--- src/rtl/sim_uart_tx.sv ---
// sim_uart_tx: bench-side UART transmitter that drives the SoC receive pin.
// Bytes are queued in a small FIFO and sent as 8N1 frames (LSB first, idle high)
// at a baud rate set by a runtime clock divider (i_scaler clocks per bit).
// Optional feature macro: SIM_UART_TX_PARITY_EN adds an even-parity bit
// between the data bits and the stop bit (11 bit times per frame).
//
// Handshake: i_we is a one-cycle write strobe with no ready return; a write is
// accepted when the FIFO has room or a pop happens in the same cycle, otherwise
// it is silently dropped. Callers watch o_full before writing.
module sim_uart_tx #(
    parameter int p_fifo_log2 = 4,
    parameter int p_scaler_w  = 32
) (
    input  logic                  i_clk,
    input  logic                  i_rst,
    input  logic [p_scaler_w-1:0] i_scaler,
    input  logic                  i_we,
    input  logic [7:0]            i_wdata,
    output logic                  o_full,
    output logic                  o_empty,
    output logic                  o_busy,
    output logic                  o_done,
    output logic                  o_td
);

    localparam int lp_depth = 2 ** p_fifo_log2;
    localparam logic [p_fifo_log2:0]   lp_depth_c   = {1'b1, {p_fifo_log2{1'b0}}};
    localparam logic [p_fifo_log2:0]   lp_cnt_one   = (p_fifo_log2+1)'(1);
    localparam logic [p_fifo_log2-1:0] lp_ptr_one   = p_fifo_log2'(1);
    localparam logic [p_scaler_w-1:0]  lp_div_one   = p_scaler_w'(1);
    localparam logic [p_scaler_w-1:0]  lp_div_two   = p_scaler_w'(2);

    typedef enum logic [2:0] {
        S_IDLE,
        S_START,
        S_DATA,
        S_STOP
`ifdef SIM_UART_TX_PARITY_EN
        , S_PARITY
`endif
    } state_t;

    // FIFO storage and bookkeeping
    logic [7:0]             r_mem [lp_depth];
    logic [p_fifo_log2-1:0] r_wr_ptr;
    logic [p_fifo_log2-1:0] r_rd_ptr;
    logic [p_fifo_log2:0]   r_count;
    logic                   r_full;
    logic                   r_empty;

    // Serializer state
    state_t                 r_state;
    logic [7:0]             r_shift;
    logic [2:0]             r_bit_idx;
    logic [p_scaler_w-1:0]  r_div;
    logic [p_scaler_w-1:0]  r_eff;
    logic                   r_td;
    logic                   r_busy;
    logic                   r_done;
`ifdef SIM_UART_TX_PARITY_EN
    logic                   r_par;
`endif

    logic                   w_pop;
    logic                   w_push;
    logic [p_fifo_log2:0]   w_count_nxt;
    logic [7:0]             w_head;
    logic [p_scaler_w-1:0]  w_eff_scaler;
    logic                   w_bit_end;
    logic                   w_stop_last_next;

    // The serializer pops the head whenever it is idle and data is waiting.
    assign w_pop  = (r_state == S_IDLE) && (r_count != '0);
    // A write into a full FIFO still fits if the head leaves in the same cycle.
    assign w_push = i_we && ((r_count != lp_depth_c) || w_pop);
    assign w_head = r_mem[r_rd_ptr];

    // Divide-by-1 cannot produce a valid bit, so the divider is clamped to 2.
    assign w_eff_scaler     = (i_scaler < lp_div_two) ? lp_div_two : i_scaler;
    assign w_bit_end        = (r_div == (r_eff - lp_div_one));
    // True on the clock that moves the stop bit into its final cycle.
    assign w_stop_last_next = (r_div == (r_eff - lp_div_two));

    // Next FIFO occupancy from simultaneous push/pop.
    always_comb begin
        w_count_nxt = r_count;
        if (w_push && !w_pop) begin
            w_count_nxt = r_count + lp_cnt_one;
        end else if (!w_push && w_pop) begin
            w_count_nxt = r_count - lp_cnt_one;
        end
    end

    // FIFO pointers, count and registered full/empty flags.
    always_ff @(posedge i_clk) begin
        if (i_rst) begin
            r_wr_ptr <= '0;
            r_rd_ptr <= '0;
            r_count  <= '0;
            r_full   <= 1'b0;
            r_empty  <= 1'b1;
        end else begin
            if (w_push) begin
                r_wr_ptr <= r_wr_ptr + lp_ptr_one;
            end
            if (w_pop) begin
                r_rd_ptr <= r_rd_ptr + lp_ptr_one;
            end
            r_count <= w_count_nxt;
            r_full  <= (w_count_nxt == lp_depth_c);
            r_empty <= (w_count_nxt == '0);
        end
    end

    // FIFO storage; contents need no reset since the pointers are cleared.
    always_ff @(posedge i_clk) begin
        if (w_push) begin
            r_mem[r_wr_ptr] <= i_wdata;
        end
    end

    // Frame serializer: start bit, 8 data bits LSB first, optional parity, stop bit.
    always_ff @(posedge i_clk) begin
        if (i_rst) begin
            r_state   <= S_IDLE;
            r_shift   <= '0;
            r_bit_idx <= '0;
            r_div     <= '0;
            r_eff     <= lp_div_two;
            r_td      <= 1'b1;
            r_busy    <= 1'b0;
            r_done    <= 1'b0;
`ifdef SIM_UART_TX_PARITY_EN
            r_par     <= 1'b0;
`endif
        end else begin
            r_done <= 1'b0;
            case (r_state)
                S_IDLE: begin
                    r_td  <= 1'b1;
                    r_div <= '0;
                    if (w_pop) begin
                        r_shift   <= w_head;
                        r_eff     <= w_eff_scaler;
                        r_bit_idx <= '0;
                        r_state   <= S_START;
                        r_td      <= 1'b0;
                        r_busy    <= 1'b1;
`ifdef SIM_UART_TX_PARITY_EN
                        r_par     <= ^w_head;
`endif
                    end
                end
                S_START: begin
                    if (w_bit_end) begin
                        r_div   <= '0;
                        r_state <= S_DATA;
                        r_td    <= r_shift[0];
                    end else begin
                        r_div <= r_div + lp_div_one;
                    end
                end
                S_DATA: begin
                    if (w_bit_end) begin
                        r_div <= '0;
                        if (r_bit_idx == 3'd7) begin
`ifdef SIM_UART_TX_PARITY_EN
                            r_state <= S_PARITY;
                            r_td    <= r_par;
`else
                            r_state <= S_STOP;
                            r_td    <= 1'b1;
`endif
                        end else begin
                            r_shift   <= r_shift >> 1;
                            r_td      <= r_shift[1];
                            r_bit_idx <= r_bit_idx + 3'd1;
                        end
                    end else begin
                        r_div <= r_div + lp_div_one;
                    end
                end
`ifdef SIM_UART_TX_PARITY_EN
                S_PARITY: begin
                    if (w_bit_end) begin
                        r_div   <= '0;
                        r_state <= S_STOP;
                        r_td    <= 1'b1;
                    end else begin
                        r_div <= r_div + lp_div_one;
                    end
                end
`endif
                S_STOP: begin
                    r_td <= 1'b1;
                    if (w_bit_end) begin
                        r_div   <= '0;
                        r_state <= S_IDLE;
                        r_busy  <= 1'b0;
                    end else begin
                        r_div  <= r_div + lp_div_one;
                        r_done <= w_stop_last_next;
                    end
                end
                default: begin
                    r_state <= S_IDLE;
                    r_td    <= 1'b1;
                    r_busy  <= 1'b0;
                    r_div   <= '0;
                end
            endcase
        end
    end

    assign o_full  = r_full;
    assign o_empty = r_empty;
    assign o_busy  = r_busy;
    assign o_done  = r_done;
    assign o_td    = r_td;

endmodule
--- config.mk ---
export PLATFORM = sky130hd
export DESIGN_NAME = sim_uart_tx
export DESIGN_NICKNAME = d
export VERILOG_FILES = /design/src/rtl/sim_uart_tx.sv
export SDC_FILE = /design/constraint.sdc
export NUM_CORES = 1
export LEC_CHECK = 0
export BUFFER_PORTS_ARGS = -buffer_cell sky130_fd_sc_hd__buf_2
export CORE_MARGIN = 2
export CORE_UTILIZATION = 40
export CTS_CLUSTER_SIZE = 25
export DETAILED_ROUTE_END_ITERATION = 8
export GPL_TIMING_DRIVEN = 0
export PLACE_DENSITY = 0.67
export SLEW_MARGIN = 20
export SYNTH_ARGS = -nofsm -noshare
export SYNTH_HDL_FRONTEND = slang
export SYNTH_SLANG_ARGS = --single-unit
--- constraint.sdc ---
create_clock -name i_clk -period 2.7 [get_ports i_clk]
set_input_delay 0.27 -clock i_clk [delete_from_list [all_inputs] [get_ports i_clk]]
set_output_delay 0.27 -clock i_clk [all_outputs]
set_load 0.02 [all_outputs]
# --- Word level (Yosys, flattened, before mapping) ---
# Memory sizes are Yosys's and may differ from the RTL's. A register that Yosys moved wholly into a read port is not among the register bits.
# Cells that the tools add are included.
op_classes:
  n_eq_ne: 14
  order_cmp: 1
  mux: 29
  bitwise: 3
  reduce_logical: 20
  n_addsub: 8
op_table:
  columns: ["op", "n"]
  rows:
  - ["32-bit equality test", 2]
  - ["32-bit by 1-bit adder with 32-bit output (second input constant)", 1]
  - ["32-bit by 2-bit < comparator with 1-bit output (second input constant)", 1]
  - ["32-bit 2-to-1 mux", 1]
  - ["32-bit by 1-bit subtractor with 32-bit output (second input constant)", 1]
  - ["32-bit by 2-bit subtractor with 32-bit output (second input constant)", 1]
  - ["3-bit 2-to-1 mux", 8]
  - ["8-bit 2-to-1 mux", 3]
  - ["8-bit one-hot mux with 2 select lines", 1]
  - ["2-bit inequality test (second input constant)", 6]
  - ["3-bit one-hot mux with 4 select lines", 1]
  - ["5-bit 2-to-1 mux", 2]
  - ["3-bit OR reduction", 3]
  - ["4-bit by 1-bit adder with 4-bit output (second input constant)", 2]
  - ["1-bit 2-to-1 mux", 8]
  - ["4-bit 2-to-1 mux", 2]
  - ["3-bit by 2-bit equality test with 1-bit output (second input constant)", 2]
  - ["1-bit one-hot mux with 3 select lines", 2]
  - ["3-bit one-hot mux with 2 select lines", 1]
  - ["5-bit by 1-bit adder with 5-bit output (second input constant)", 1]
  - ["5-bit equality test (second input constant)", 1]
  - ["5-bit logical NOT", 1]
  - ["5-bit inequality test (second input constant)", 1]
  - ["5-bit AND reduction", 1]
  - ["15 further kinds", 22]
totals:
  elab_cells: 89
  in_bits: 43
  ff_bits: 96
  memories: 1
  ram_bits: 128
memory_table:
  columns: ["name", "depth", "width", "read_ports", "rd_clocked_by_memory_dff", "write_ports", "line_no", "source"]
  rows:
  - ["r_mem", 16, 8, 1, 1, 1, "44", "logic [7:0] r_mem [lp_depth];"]

# --- Depth between registers and ports, before layout ---
# Gate-level depths: netlist of run 1.
depth:
  ltp_word: 9
  depth_mapped: 14
  mapped_depth_nobuf: 10

# --- Worst setup path after synthesis of run 1 ---
# Ideal clock, no wire load.
synth_path:
  kind: "register -> register"
  startpoint: "reg r_eff[2]"
  endpoint: "reg r_div[3]"
  path_stages_with_launch: 15
  required_time_ns: 2.636
  path_slack_ns: -0.264
  t_arrival_ns: 2.900
  path_buffers: 4
  setup_ns: 0.064
  path_cell_list: "dfxtp_1 buf_6 inv_1 ha_1 buf_2 nor3b_2 nand3_2 nor4b_2 mux2_1 and4b_1 and4_4 or3_1 buf_2 buf_6 nor2_1"
synth_via:
  elab_chain_cells: 3
synth_lines:
  columns: ["item", "line_no", "source"]
  rows:
  - ["from (decl)", "56", "logic [p_scaler_w-1:0] r_eff;"]
  - ["from (signal assigned)", "129", "r_eff <= lp_div_two;"]
  - ["from (signal assigned)", "144", "r_eff <= w_eff_scaler;"]
  - ["32-bit by 1-bit subtractor with 32-bit output", "80", "assign w_bit_end = (r_div == (r_eff - lp_div_one));"]
  - ["32-bit equality test", "80", null]
  - ["3-bit OR reduction (no source line)", null, null]
  - ["to (signal assigned)", "160", "r_div <= r_div + lp_div_one;"]
  - ["to (signal assigned)", "180", "r_div <= r_div + lp_div_one;"]
  - ["to (signal assigned)", "201", "r_div <= r_div + lp_div_one;"]
  - ["to (decl)", "55", "logic [p_scaler_w-1:0] r_div;"]
# No other way between the ends.
# A chain may end at the register's enable or synchronous reset.

# --- Worst setup path in the final report of run 1 ---
layout_path:
  startpoint: "reg r_eff[1]"
  endpoint: "reg r_bit_idx[1]"
layout_via:
  elab_chain_cells: 4
layout_lines:
  columns: ["item", "line_no", "source"]
  rows:
  - ["32-bit by 1-bit subtractor with 32-bit output", "80", null]
  - ["32-bit equality test", "80", null]
  - ["2-bit inequality test (no source line)", null, null]
  - ["4-bit AND reduction (no source line)", null, null]
  - ["to (signal assigned)", "177", "r_bit_idx <= r_bit_idx + 3'd1;"]
  - ["to (decl)", "54", "logic [2:0] r_bit_idx;"]
# No other way between the ends.

==> results of run 1 <==
==> registers in the layout, indices dropped and copies added (netlist names), named ones only <==
register   cells
r_bit_idx      3
o_done         1
r_count        5
r_rd_ptr       4
r_eff         32
r_div         32
o_empty        1
o_td           1
o_busy         1
r_wr_ptr       4
r_state        2
r_shift        8
r_mem        128
o_full         1
==> power breakdown <==
| group | total (mW) | internal (mW) | switching [mW] |
|---|---|---|---|
| logic | 8.57 | 3.73 | 4.84 |
| clock network | 3.66 | 2.27 | 1.39 |
| registers | 4.68 | 4.08 | 0.604 |
==> layout by cell type, fill, tap and decap left out, types with 6 or more instances in the layout <==
cell,n
edfxtp_1,128
nand2_1,112
dfxtp_1,84
nor2_1,83
xor2_1,53
xnor2_1,48
buf_4,47
buf_2,46
a21oi_1,43
mux4_2,40
clkbuf_1,38
dlygate4sd3_1,28
clkbuf_16,26
nand4_1,23
nand3_1,20
nor3_1,18
o211ai_1,17
o21ai_0,15
inv_1,14
ha_1,14
nor4_1,12
and3_1,11
dfxtp_2,11
o2111ai_2,10
nand2b_1,9
buf_6,8
nor4_4,7
nor4_2,7
and4_1,7
mux2_2,7
a32oi_1,7
nor3_2,6
nor2_2,6
nor2b_1,6
or3_1,6
==> worst min-delay path by stage <==
stage                                  end              startpoint  slack [ns]  depth (start not counted)
detailed placement  r_eff[31]$_SDFFE_PP0P_  r_eff[31]$_SDFFE_PP0P_        0.46                          2
global placement    r_eff[31]$_SDFFE_PP0P_  r_eff[31]$_SDFFE_PP0P_        0.46                          2
CTS                  r_eff[3]$_SDFFE_PP0P_             i_scaler[3]      0.0009                          3
finish              r_eff[18]$_SDFFE_PP0P_            i_scaler[18]       0.009                          3
floorplan            r_mem[0][0]$_DFFE_PP_              i_wdata[0]        0.37                          0
global route        r_eff[18]$_SDFFE_PP0P_            i_scaler[18]       0.006                          3
==> metrics by stage <==
step	cell area, um2	power (mW)
2_1_floorplan	11280	9.222
3_3_place_gp	11980	10.78
3_5_place_dp	12020	10.87
4_1_cts	13970	16.40
5_1_grt	14180	17.77
6_report	14180	16.91
==> routing by layer <==
layer  share of wire (%)  wire, um  track usage (%)  vias to the layer above
met1                  42     12280            25.27                     4211
li1                    -         -                -                     4002
met3                 5.6      1660            3.543                       51
met5                   0         0                0                        -
met4                 2.5       722            5.895                        0
met2                  50     14780            34.73                      266
==> layout make-up <==
type | instances | area (um2)
inverter | 18 | 72.57
clock buffer | 37 | 732.0
clock inverter | 9 | 167.7
timing repair buffer | 123 | 934.6
sequential | 227 | 5854
multi-input combinational | 693 | 5669
buffer | 48 | 276.5
fill | 2358 | 13530
tap | 378 | 473.0
==> tightest hold or removal path, delay by kind of cell <==
family / cells / cell delay (ns)
AOI/OAI and AO/OA: 1 / 0.05
and+or+nand+nor: 1 / 0.06
buffers and inverters: 1 / 0.12
==> what timing repair did <==
item / CTS / global route
cloned: 1 / 0
resized for setup: 121 / 36
pin swaps: 24 / 17
buffers inserted: 38 / 8
endpoints found under the setup margin: 183 / 165
hold buffers: 28 / 0
hold endpoints to repair: 28 / 0
==> logic make-up (layout without fill, tap and decap cells) <==
family,count (synthesis),after routing,synth area share [%]
adder cells (fa/ha/maj),17,17,1.892
flip-flops,227,227,51.83
AO/OA/AOI/OAI,139,139,8.504
XOR/XNOR,104,104,8.103
AND/OR/NAND/NOR,380,380,17.48
buffers and inverters,76,235,2.938
multiplexers,53,53,9.261
==> flow_summary.json, run 1 <==
{
  "initial_core_util_pct": 40.57,
  "yosys_warnings": 0,
  "worstSetupPathType": "reg -> reg",
  "synth_area_leaders": "edfxtp_1, dfxtp_1, mux4_2, xor2_1, xnor2_1",
  "setup_viol": 48,
  "drt_iter0_drc": 762,
  "grtUsageTotal_pct": 19.93,
  "hpwl_um": 19890,
  "startpoint": "r_eff[1]$_SDFFE_PP1P_",
  "wire_per_inst_um": 19.21,
  "clockBufferDepth": 3,
  "cts_tree": "yes",
  "antenna_cells": 0,
  "drc": 0,
  "die-area_um2": 29460,
  "cp_num_buf_inv": 3,
  "cp_top_family": "simple AND/OR/NAND/NOR gates",
  "cts_root_buffer": "clkbuf_16",
  "finalWirelength_um": 29450,
  "ys_top_cells_by_count": "edfxtp_1, nand2_1, dfxtp_1",
  "r2r-start": "r_eff[1]$_SDFFE_PP1P_",
  "ys.flop_type": "edfxtp_1",
  "crit_path_top_delay_cell": "dfxtp_4",
  "fmaxAchievable_mhz": 347.9,
  "async_flop_share_pct": 0,
  "path_cells": "inv_4 > ha_4 > nor3b_4 > buf_4 > buf_4 > nand2_1 > nor4_2 > o2111ai_2 > nor4b_2 > nand4_1 > o211a_1 > o2bb2ai_1",
  "finalHoldViolCount": 0,
  "core-area_um2": 27710,
  "setup_ws_ns": -0.1741,
  "synth_most_common_cell": "edfxtp_1",
  "outcome": "complete, but fails checks",
  "critPathMaxStageDelay_ns": 0.37,
  "grt_overflow": 0,
  "cts.sink_count": 227,
  "placed_cells": 1422,
  "place_ws_ns": -0.8649,
  "vias": 8530,
  "p_per_area_nw_per_um2": 1193,
  "maxSlewViolCount": 0,
  "yosysSeqAreaShare_pct": 51.83,
  "crit_fanout": 5,
  "place_congestion": 0.9485,
  "clk_latency_ns": 0.54,
  "reg2reg_depth": 12,
  "num_io_pins": 48,
  "tns_ns": -6.509,
  "end_kind": "register",
  "timing.slew.headroom_pct": 40.54,
  "crit_cells": 12,
  "holdWs_ns": 0.009154,
  "period_share_pct": 106.4,
  "port_buffers": 46,
  "first_global_vias": 8402,
  "synth_area_leader_cell": "edfxtp_1",
  "area_growth_pct": 26.15,
  "yosysTopAreaCellShare_pct": 34.19,
  "via_per_inst": 5.564,
  "required_ns": 3.11,
  "rrSetupSlack_ns": -0.17,
  "tightest_slew_ns": 0.8886,
  "grt_first_pass_wirelength_um": 45800,
  "drive_above_1_share_pct": 26.32,
  "utilization_pct": 51.18,
  "cpMostUsedCell": "buf_4",
  "crit_path_end": "r_bit_idx[1]$_SDFFE_PP0P_",
  "syn_avg_cell_area_um2": 11.29,
  "path_clk_slew_ns": 0.06,
  "syn_inst": 996,
  "syn_area_um2": 11240,
  "crit_path_start_kind": "register",
  "rows": 61,
  "ys_types": 77,
  "antenna_found_initial": 0,
  "rr_endpoint": "r_bit_idx[1]$_SDFFE_PP0P_",
  "drtPass1Iterations": 7,
  "violations": "setup timing",
  "ctsHtreeMaxLevel": 1,
  "die_h_um": 171.6,
  "final_cells": 1533,
  "rsz0062_at_grt": "true",
  "syn_nets": 1056,
  "ir_worst_vdd_v": 0.0006658,
  "cts_buffers": 25,
  "synth_edf_count": 128,
  "ant_nets": 0,
  "arrival_ns": 3.28,
  "die_x_um": 171.6,
  "min_path_type": "in -> reg",
  "fin_crit_ns": 2.874,
  "clock_skew_ns": 0.01328,
  "grt_max_degree": 17,
  "yosys_register_bits": 227,
  "leakage_nw": 4.847,
  "max_cap_violations": 0,
  "final_nets": 1196
}
(Power assumes the default switching activity.)
==> run 2, diff against run 1 <==
--- a/config.mk
+++ b/config.mk
@@ -11,6 +11,7 @@
 export CTS_CLUSTER_SIZE = 25
 export DETAILED_ROUTE_END_ITERATION = 8
 export GPL_TIMING_DRIVEN = 0
+export HOLD_SLACK_MARGIN = 0.1
 export PLACE_DENSITY = 0.67
 export SLEW_MARGIN = 20
 export SYNTH_ARGS = -nofsm -noshare
==> run 2 against run 1 <==
Net effect: the run still ends with setup timing left; sequential share of layout area down 0.30 points; routed wire length rose by 1.4%; flip-flop and latch count did not move; largest power group unchanged; highest routed layer unchanged; combinational power is 3.2% higher; hold slack better by 0.11 ns.
==> flow_summary.json, run 2 (synthesis results as in run 1) <==
{
  "area_growth_pct": 27.15,
  "crit_path_start_kind": "register",
  "fin_crit_ns": 2.883,
  "period_share_pct": 106.8,
  "min_path_type": "in -> reg",
  "wire_per_inst_um": 19.33,
  "worstSetupPathType": "reg -> reg",
  "drc": 0,
  "timing.slew.headroom_pct": 38.93,
  "antenna_cells": 0,
  "grt_overflow": 0,
  "tightest_slew_ns": 0.9127,
  "antenna_found_initial": 0,
  "die_h_um": 171.6,
  "max_cap_violations": 0,
  "cpMostUsedCell": "buf_4",
  "mostFrequentLayoutCell": "edfxtp_1",
  "first_global_vias": 8586,
  "crit_fanout": 5,
  "die_x_um": 171.6,
  "end_kind": "register",
  "dpl_cell_area_um2": 12020,
  "rsz0062_at_grt": "true",
  "maxSlewViolCount": 0,
  "cts.sink_count": 227,
  "outcome": "complete, but fails checks",
  "largest_reg_flops": 128,
  "grt_first_pass_wirelength_um": 46750,
  "cp_top_family": "simple AND/OR/NAND/NOR gates",
  "critPathMaxStageDelay_ns": 0.37,
  "ant_nets": 0,
  "cp_num_buf_inv": 3,
  "layout_common_cells": "edfxtp_1, nand2_1, nor2_1",
  "via_per_inst": 5.635,
  "core-area_um2": 27710,
  "violations": "setup timing",
  "placed_cells": 1422,
  "ir_worst_vdd_v": 0.0006697,
  "place_congestion": 0.9485,
  "largest_register": "r_mem",
  "arrival_ns": 3.29,
  "drtPass1Iterations": 5,
  "cts_root_buffer": "clkbuf_16",
  "ctsHtreeMaxLevel": 1,
  "required_ns": 3.11,
  "port_buffers": 46,
  "final_cells": 1544,
  "fill_cells": 2338,
  "top_layer_used": "met4",
  "fmaxAchievable_mhz": 346.9,
  "path_clk_slew_ns": 0.06,
  "post-route-cell-area_um2": 14290,
  "path_cells": "inv_4 > ha_4 > nor3b_4 > buf_4 > buf_4 > nand2_1 > nor4_2 > o2111ai_2 > nor4b_2 > nand4_1 > o211a_1 > o2bb2ai_1",
  "tns_ns": -6.880,
  "die-area_um2": 29460,
  "rows": 61,
  "grtUsageTotal_pct": 20.22,
  "hpwl_um": 19890,
  "num_io_pins": 48,
  "wirelength_met1_um": 12470,
  "finalWirelength_um": 29840,
  "drt_iter0_drc": 849,
  "final_nets": 1207,
  "cts_buffers": 25,
  "clock_skew_ns": 0.01374,
  "p_per_area_nw_per_um2": 1204,
  "wl_met2_um": 14840,
  "setup_ws_ns": -0.1828,
  "cts_tree": "yes",
  "dr_wl_met3_um": 1613,
  "largestRegisters": "r_mem: 128 flops, r_div: 32 flops, r_eff: 32 flops",
  "finalHoldViolCount": 0,
  "setup_viol": 48,
  "total_power_mw": 17.20,
  "initial_core_util_pct": 40.57,
  "vias": 8701,
  "drive_above_1_share_pct": 26.67,
  "crit_path_top_delay_cell": "dfxtp_4",
  "leakage_nw": 4.899,
  "clk_latency_ns": 0.54,
  "grt_max_degree": 17,
  "clockBufferDepth": 3
}
[run 2: per-stage QoR]
stage               hold slack (ns)  util (%)  worst slack (ns)
global placement             0.4580     43.26           -0.8010
floorplan                    0.3689         -           -0.1028
finish                       0.1157     51.59           -0.1828
detailed placement           0.4645     43.38           -0.8649
CTS                          0.1010     50.61           -0.1371
global route                 0.1087     51.59           -0.2661
[run 2: cell type report]
class                      count  area (um2)  share of cell area (%)
buffer                        48       271.5                   1.900
clock buffer                  37       732.0                   5.121
clock inverter                 9       167.7                   1.173
inverter                      18       72.57                  0.5077
multi-input combinational    693        5688                   39.80
sequential                   227        5858                   40.99
tap                          378       473.0                   3.309
timing repair buffer         134        1030                   7.205
[run 2: report_power, final]
part | switching [mW] | internal [mW] | total, mW
combinational | 4.95 | 3.88 | 8.84
sequential | 0.614 | 4.08 | 4.69
clock | 1.40 | 2.27 | 3.67
total | 6.97 | 10.2 | 17.2
[run 2: final timing paths]
| check | depth (start not counted) | from | endpoint | slack [ns] |
|---|---|---|---|---|
| setup / recovery | 12 | r_eff[1]$_SDFFE_PP1P_ | r_bit_idx[1]$_SDFFE_PP0P_ | -0.18 |
| hold / removal | 1 | i_wdata[0] | r_mem[12][0]$_DFFE_PP_ | 0.12 |
| setup reg to reg | 12 | r_eff[1]$_SDFFE_PP1P_ | r_bit_idx[1]$_SDFFE_PP0P_ | -0.18 |
| hold reg to reg | 2 | r_eff[31]$_SDFFE_PP0P_ | r_eff[31]$_SDFFE_PP0P_ | 0.47 |
[run 2: timing repair]
| item | in CTS | in global routing |
|---|---|---|
| hold buffers | 33 | 0 |
| endpoints found under the setup margin | 183 | 167 |
| endpoints found under the hold margin | 48 | 0 |
| gates cloned | 1 | 0 |
| gates resized for setup | 121 | 39 |
| pin swaps | 24 | 23 |
| setup buffers | 38 | 14 |
[run 2: layer usage]
layer	vias up	track usage (%)
met5	-	0
met4	0	7.111
met3	73	3.682
met2	292	34.77
li1	4014	-
met1	4322	25.53
